File: src/rtl/pulse_stretch.sv
`default_nettype none
// ============================================================================
// Module   : pulse_stretch
// Purpose  : Per-channel event stretcher. Each input edge becomes a HOLD_CYCLES
//            high pulse followed by a GAP_CYCLES low gap. One extra event can
//            be queued per channel; further events are counted as drops.
// Revision : 1.0 - initial release
// ============================================================================
module pulse_stretch #(
  parameter int N_CH        = 4,
  parameter int HOLD_CYCLES = 50,
  parameter int GAP_CYCLES  = 10
) (
  input  logic            clk,
  input  logic            rst,
  input  logic [N_CH-1:0] pulse_in,
  input  logic            enable,
  input  logic            clear_drops,
  output logic [N_CH-1:0] led_out,
  output logic            busy,
  output logic [7:0]      drop_cnt
);

  localparam int c_MAX_CYCLES = (HOLD_CYCLES > GAP_CYCLES) ? HOLD_CYCLES : GAP_CYCLES;
  localparam int c_CNT_W      = (c_MAX_CYCLES > 1) ? $clog2(c_MAX_CYCLES) : 1;
  localparam int c_DROP_W     = (N_CH > 1) ? $clog2(N_CH + 1) : 1;
  localparam int c_SUM_W      = ((c_DROP_W > 8) ? c_DROP_W : 8) + 1;

  localparam logic [c_CNT_W-1:0] c_HOLD_LAST = c_CNT_W'(HOLD_CYCLES - 1);
  localparam logic [c_CNT_W-1:0] c_GAP_LAST  = c_CNT_W'(GAP_CYCLES - 1);

  typedef enum logic [1:0] {
    ST_IDLE = 2'd0,
    ST_HOLD = 2'd1,
    ST_GAP  = 2'd2
  } state_t;

  logic [N_CH-1:0]     r_prev;
  logic [N_CH-1:0]     w_event;
  logic [N_CH-1:0]     w_drops;
  logic [N_CH-1:0]     w_busy_ch;
  logic [c_DROP_W-1:0] w_drop_num;
  logic [7:0]          w_drop_base;
  logic [c_SUM_W-1:0]  w_drop_sum;
  logic [7:0]          w_drop_nxt;
  logic [7:0]          r_drop_cnt;

  // prev tracks the raw input regardless of enable, so a level that is
  // already high when enable rises never looks like a fresh edge.
  always_ff @(posedge clk) begin
    if (rst) begin
      r_prev <= '0;
    end else begin
      r_prev <= pulse_in;
    end
  end

  assign w_event = pulse_in & ~r_prev & {N_CH{enable}};

  for (genvar gi = 0; gi < N_CH; gi++) begin : g_ch
    state_t             r_state;
    state_t             w_state_nxt;
    logic               r_pending;
    logic               w_pending_nxt;
    logic [c_CNT_W-1:0] r_cnt;
    logic [c_CNT_W-1:0] w_cnt_nxt;
    logic               r_led;
    logic               w_drop;

    always_ff @(posedge clk) begin
      if (rst) begin
        r_state   <= ST_IDLE;
        r_pending <= 1'b0;
        r_cnt     <= '0;
        r_led     <= 1'b0;
      end else begin
        r_state   <= w_state_nxt;
        r_pending <= w_pending_nxt;
        r_cnt     <= w_cnt_nxt;
        r_led     <= (w_state_nxt == ST_HOLD);
      end
    end

    always_comb begin
      w_state_nxt   = r_state;
      w_pending_nxt = r_pending;
      w_cnt_nxt     = r_cnt;
      w_drop        = 1'b0;

      // While busy, an event either queues or is discarded.
      if (w_event[gi] && (r_state != ST_IDLE)) begin
        if (r_pending) begin
          w_drop = 1'b1;
        end else begin
          w_pending_nxt = 1'b1;
        end
      end

      case (r_state)
        ST_IDLE: begin
          if (w_event[gi]) begin
            w_state_nxt = ST_HOLD;
            w_cnt_nxt   = '0;
          end
        end
        ST_HOLD: begin
          if (r_cnt == c_HOLD_LAST) begin
            w_state_nxt = ST_GAP;
            w_cnt_nxt   = '0;
          end else begin
            w_cnt_nxt = r_cnt + 1'b1;
          end
        end
        ST_GAP: begin
          if (r_cnt == c_GAP_LAST) begin
            w_cnt_nxt = '0;
            // An event landing on this very cycle is served straight away.
            if (r_pending || w_event[gi]) begin
              w_state_nxt   = ST_HOLD;
              w_pending_nxt = 1'b0;
            end else begin
              w_state_nxt = ST_IDLE;
            end
          end else begin
            w_cnt_nxt = r_cnt + 1'b1;
          end
        end
        default: begin
          w_state_nxt   = ST_IDLE;
          w_pending_nxt = 1'b0;
          w_cnt_nxt     = '0;
        end
      endcase
    end

    assign led_out[gi]   = r_led;
    assign w_drops[gi]   = w_drop;
    assign w_busy_ch[gi] = (r_state != ST_IDLE) || r_pending;
  end

  always_comb begin
    w_drop_num = '0;
    for (int k = 0; k < N_CH; k++) begin
      w_drop_num = w_drop_num + c_DROP_W'(w_drops[k]);
    end
  end

  // Clearing restarts the count from this cycle's drops rather than zero.
  assign w_drop_base = clear_drops ? 8'd0 : r_drop_cnt;
  assign w_drop_sum  = c_SUM_W'(w_drop_base) + c_SUM_W'(w_drop_num);
  assign w_drop_nxt  = (w_drop_sum > c_SUM_W'(255)) ? 8'hFF : w_drop_sum[7:0];

  always_ff @(posedge clk) begin
    if (rst) begin
      r_drop_cnt <= 8'd0;
    end else begin
      r_drop_cnt <= w_drop_nxt;
    end
  end

  assign drop_cnt = r_drop_cnt;
  assign busy     = |w_busy_ch;

endmodule
`default_nettype wire

File: config.mk
export PLATFORM = sky130hd
export DESIGN_NAME = pulse_stretch
export DESIGN_NICKNAME = d
export VERILOG_FILES = /design/src/rtl/pulse_stretch.sv
export SDC_FILE = /design/constraint.sdc
export NUM_CORES = 1
export LEC_CHECK = 0
export CAP_MARGIN = 20
export CORE_ASPECT_RATIO = 0.5
export CORE_UTILIZATION = 64
export DETAILED_ROUTE_END_ITERATION = 16
export PLACE_DENSITY = 0.85
export SYNTH_ARGS = -nofsm -noshare
export SYNTH_HDL_FRONTEND = slang
export SYNTH_SLANG_ARGS = --single-unit
File: constraint.sdc
create_clock -name clk -period 8.5 [get_ports clk]
set_clock_uncertainty 0.05 [all_clocks]
set_input_delay 1.275 -clock clk [delete_from_list [all_inputs] [get_ports clk]]
set_output_delay 1.275 -clock clk [all_outputs]
set_load 0.005 [all_outputs]
### Word level (Yosys, flattened, before mapping)

Cells that the tools add are included.

* register bits after elaboration: 52
* input port bits: 8
* output and inout port bits: 13
* word-level logic and storage cells: 141

* add/subtract/negate cells: 8
* magnitude comparators: 1
* equality and inequality tests: 24
* mux-type cells: 62
* bitwise operators: 3
* reductions and logical operators: 25

Operators with widths (count)
* 6-bit 2-to-1 mux: 12
* 6-bit case mux with 3 select lines: 4
* 6-bit by 1-bit adder with 6-bit output, second input constant: 4
* 6-bit by 4-bit == test with 1-bit output, second input constant: 4
* 6-bit == test, second input constant: 4
* 1-bit 2-to-1 mux: 24
* 2-bit 2-to-1 mux: 12
* 2-bit case mux with 3 select lines: 4
* 2-bit by 1-bit == test with 1-bit output, second input constant: 8
* 8-bit 2-to-1 mux: 2
* 8-bit by 3-bit adder with 9-bit output: 1
* 9-bit by 8-bit > comparator with 1-bit output, second input constant: 1
* 4-bit AND: 2
* 2-bit == test, second input constant: 4
* 2-bit zero test: 4
* 1-bit logical OR: 8
* 2-bit inequality test, second input constant: 4
* 1-bit case mux with 2 select lines: 4
* 2-bit nonzero test: 4
* 2-bit OR reduction: 4
* 1-bit logical AND: 4
* 4-bit NOT: 1
* 4-bit OR reduction: 1
* 2-bit by 1-bit adder with 3-bit output: 1
* 2 further kinds: 2

### Depth between registers and ports, before layout

* depth in word-level cells: 11
* depth in mapped cells: 13
* depth with buffers taken out: 13

### Worst setup path before layout

Ideal clock, no wire load.

* path kind: input port to flip-flop
* start: in enable
* end: reg r_drop_cnt[7] (netlist: drop_cnt[7])
* library setup time: 0.086 ns
* arrival: 3.795 ns
* required time: 8.364 ns
* path slack: 4.570 ns
* stages: 12
* buffers on the path: 1
* cells stage by stage: and3b_1 > clkbuf_1 > and3_1 > fa_1 > inv_1 > fa_1 > inv_1 > fa_1 > and3b_1 > nand4_1 > nor3b_1 > a211oi_1

* longest elaborated chain between the ends: 9
* elaborated cells between the ends (all ways): 15
* those cells by class: add/sub (4); order compare (1); mux (5); bitwise (1); reduce/logical (4)

RTL lines
* from (decl): RTL line 17 `input logic enable,`
* 4-bit AND (*): RTL line 58 `assign w_event = pulse_in & ~r_prev & {N_CH{enable}};`
* 1-bit logical AND: RTL line 91 `if (w_event[gi] && (r_state != ST_IDLE)) begin`
* 1-bit 2-to-1 mux: RTL line 91
* 1-bit by 1-bit adder with 2-bit output: RTL line 144 `w_drop_num = w_drop_num + c_DROP_W'(w_drops[k]);`
* 2-bit by 1-bit adder with 3-bit output: RTL line 144
* 3-bit by 1-bit adder with 3-bit output (*): RTL line 144
* 8-bit by 3-bit adder with 9-bit output (*): RTL line 150 `assign w_drop_sum = c_SUM_W'(w_drop_base) + c_SUM_W'(w_drop_num);`
* 9-bit by 8-bit > comparator with 1-bit output: RTL line 151 `assign w_drop_nxt = (w_drop_sum > c_SUM_W'(255)) ? 8'hFF : w_drop_sum[7:0];`
* 8-bit 2-to-1 mux (*): RTL line 151
* to (signal assigned): RTL line 157 `r_drop_cnt <= w_drop_nxt;`
* to (decl): RTL line 46 `logic [7:0] r_drop_cnt;`

Mark *: on every way between the ends. The rest lies on a longest branch, timed or not.
A chain may end at the register's enable or synchronous reset.

### Final worst setup path

Same ends and word-level chain as after synthesis.

==> key figures <==
Outcome
  – Outcome: finished clean

STA
  – Slew HR: 46.4%
  – Final TNS setup: 0 ns
  – Hold slack: 0.475 ns
  – Final Cycle Share: 52.1%
  – RSZ-0062 raised after global routing: no
  – Highest Clock Rate: 226 MHz
  – Fin crit period: 4.43 ns
  – Final hold vios: 0
  – # setup viols final: 0
  – Worst Setup Slack, final: 4.07 ns
  – Max-slew violation count: 0
  – Worst Tran Pin Value: 0.803 ns

Yosys
  – Mapped Area: 3190 um^2
  – Post-synth top area share: 32.6%
  – Number of synthesized flops with an enable pin: 0
  – Syn Area/Cell: 9.13 um^2
  – Synth Net Count: 386
  – Synthesized instance count: 350
  – FF+latch count, synth: 52
  – Synth Warn #: 0
  – Area leader, netlist: dfxtp_1
  – Ranking of synthesized cells by area: dfxtp_1, ha_1, o2111ai_1
  – Async set-reset flop share out of synthesis: 0%
  – Most used flip-flop cell after synthesis: dfxtp_1
  – Post-synthesis sequential area ratio: 32.6%
  – Yosys cell types: 49

Placement
  – Dpl hpwl: 4.70 mm
  – Final GP Congestion: 0.831
  – Port buffer count: 20
  – Post-place setup slack: 3.81 ns

Floorplanning
  – # rows: 17
  – IO Pins: 21
  – Die Span Y: 52.0 um
  – Core Footprint: 4590 um^2
  – Die Span X: 102 um
  – Die area: 5290 um^2
  – Initial Util: 69.5%

CTS
  – Clock Sinks: 52
  – CTS resizes: 0
  – H-tree level count: 2
  – Num CTS Buffers: 5
  – Worst-skew pair later-pin latency: 0.31 ns
  – Clk slew on worst S/H paths: 0.10 ns
  – Setup bufs post-CTS: 0
  – Post-CTS Hold Buffers: 0
  – Clock Tree Buf Depth: 2
  – CTS Root Cell: clkbuf_8
  – CTS tree: yes

Route
  – Drt total wl: 6.46 mm
  – First-pass DRT Iterations: 4
  – WL/cell: 14.9 um
  – Post-route ant nets: 0
  – DRC Markers: 0
  – Drt via density: 6.09
  – DR vias: 2645
  – DR iter-0 viols: 88

Pwr
  – Peak VDD IR: 0.0000732 V
  – Sw Ratio: 24.7%
  – Combinational Power Share: 10.8%
  – PwrDens: 135 nW/um^2
  – Pleak: 1.35 nW
  – Internal: 0.360 mW
  – Sequential share of power: 52.8%
  – Clk pwr share: 36.4%
  – Sw Pwr: 0.118 mW

Setup path
  – Crit path DAT: 4.60 ns
  – R2R setup slack: 5.12 ns
  – CP Max Fanout: 7
  – Crit-path cells: clkdlybuf4s50_1, and3b_1, and3_1, fa_1, inv_1, fa_1, inv_1, fa_1, and3b_1, nand4_1, nor3b_1, a211oi_1
  – Critical path type: in -> reg
  – Slowest stage delay, CP: 0.52 ns
  – Most used cell, CP: fa_1
  – Critical path data required time: 8.67 ns
  – Setup crit end kind: register
  – CP max stage cell: clkdlybuf4s50_1
  – CP Launch Type: input port

GRT
  – Largest net degree at the start of global routing: 31
  – First-pass GRT wire length: 11.0 mm
  – Initial antenna violation count: 0
  – Number of global-route vias before repair: 2446
  – Gr usage total: 26.5%
  – Grt ovf: 0

Finish
  – Ant. Diodes: 0
  – Fraction of layout cells with a size suffix above 1: 8.97%
  – Syn-to-layout area delta: 10.8%
  – Final-stage net count: 403

Hold path
  – Hold crit path type: reg -> reg

Job
  – Maxcap violations: 0
==> kinds of logic after synthesis <==
kind of cell | count (synthesis) | share of synthesized area, %
AOI/OAI and AO/OA | 93 | 24.3
xor gates and xnor gates | 4 | 1.10
adders and majority gates | 28 | 11.7
buffers and inverters | 31 | 4.31
DFF | 52 | 32.6
and+or+nand+nor | 142 | 26.0
==> cell usage after synthesis, drive strengths merged (8+ instances only) <==
cell type  count
dfxtp         52
nand2         31
ha            25
o211ai        23
nand3         21
nor2          21
inv           20
o2111ai       19
nor2b         17
o21ai         13
buf            9
or2            8
==> cell type report <==
class / instances / area (um^2)
fillers: 344 / 1060
repair buffers: 21 / 208
clock inverters: 3 / 47.5
inverters: 20 / 75.1
multi-input cells: 267 / 2020
flip-flops and latches: 52 / 1040
well taps: 66 / 82.6
clock buffers: 5 / 68.8
==> worst max-delay path: cells and delay by family <==
kind	cells	cell delay, ns
AOI/OAI and AO/OA	1	0.21
adders and majority gates	3	1.18
buffers and inverters	3	0.66
and+or+nand+nor	5	1.27
==> per-stage QoR <==
step | instances | utilization, % | power [mW] | cell area [um^2]
6_report | 434 | 77.0 | 0.478 | 3540
2_1_floorplan | 350 | - | 0.292 | 3190
4_1_cts | 434 | 77.0 | 0.483 | 3540
3_5_place_dp | 426 | 74.5 | 0.309 | 3420
5_1_grt | 434 | 77.0 | 0.499 | 3540
3_3_place_gp | 426 | 74.5 | 0.307 | 3420
==> final timing paths <==
kind | start | endpoint | cells after the start
setup / recovery | enable | drop_cnt[7]$_SDFF_PP0_ | 12
hold / removal | g_ch[2].r_cnt[1]$_SDFFE_PP0P_ | g_ch[2].r_cnt[1]$_SDFFE_PP0P_ | 2
setup reg to reg | g_ch[2].r_state[0]$_SDFF_PP0_ | drop_cnt[7]$_SDFF_PP0_ | 13
hold reg to reg | g_ch[2].r_cnt[1]$_SDFFE_PP0P_ | g_ch[2].r_cnt[1]$_SDFFE_PP0P_ | 2
==> metal layers <==
layer | GRT usage, % | wire, um | up-vias
met5 | 0 | 0 | -
met4 | 6.90 | 42 | 0
met3 | 4.57 | 174 | 4
met2 | 45.3 | 2890 | 37
met1 | 35.2 | 3350 | 1276
li1 | - | - | 1328
==> cells in the final DEF (no fill, tap or decap), types with 4 or more instances in the layout <==
master           netlist  final
dfxtp_1               52     52
nand2_1               31     31
ha_1                  25     25
nor2_1                21     21
nand3_1               21     21
inv_1                 20     20
o211ai_1              20     20
clkdlybuf4s50_1        0     20
o2111ai_1             19     19
nor2b_1               17     17
o21ai_0               13     13
or2_2                  8      8
a21oi_1                7      7
and3_1                 6      6
nand2b_1               6      6
and3b_1                5      5
nor3_1                 5      5
clkbuf_8               0      5
a21boi_4               4      4
a31oi_1                4      4
nor3b_1                4      4
o311ai_1               4      4
==> state kept, by name, indices dropped and copies added, names as in the netlist <==
register        flops
g_ch.r_cnt         24
g_ch.r_pending      4
g_ch.r_led          4
r_prev              4
drop_cnt            8
g_ch.r_state        8
==> power by group through the flow <==
stage                     logic (mW)  registers, mW  clock network [mW]
after global placement        0.0495          0.258                   0
after global routing          0.0565          0.253               0.189
after floorplan               0.0352          0.257                   0
after CTS                     0.0510          0.252               0.179
after detailed placement      0.0507          0.258                   0
final                         0.0515          0.252               0.174
(Power assumes the default switching activity.)
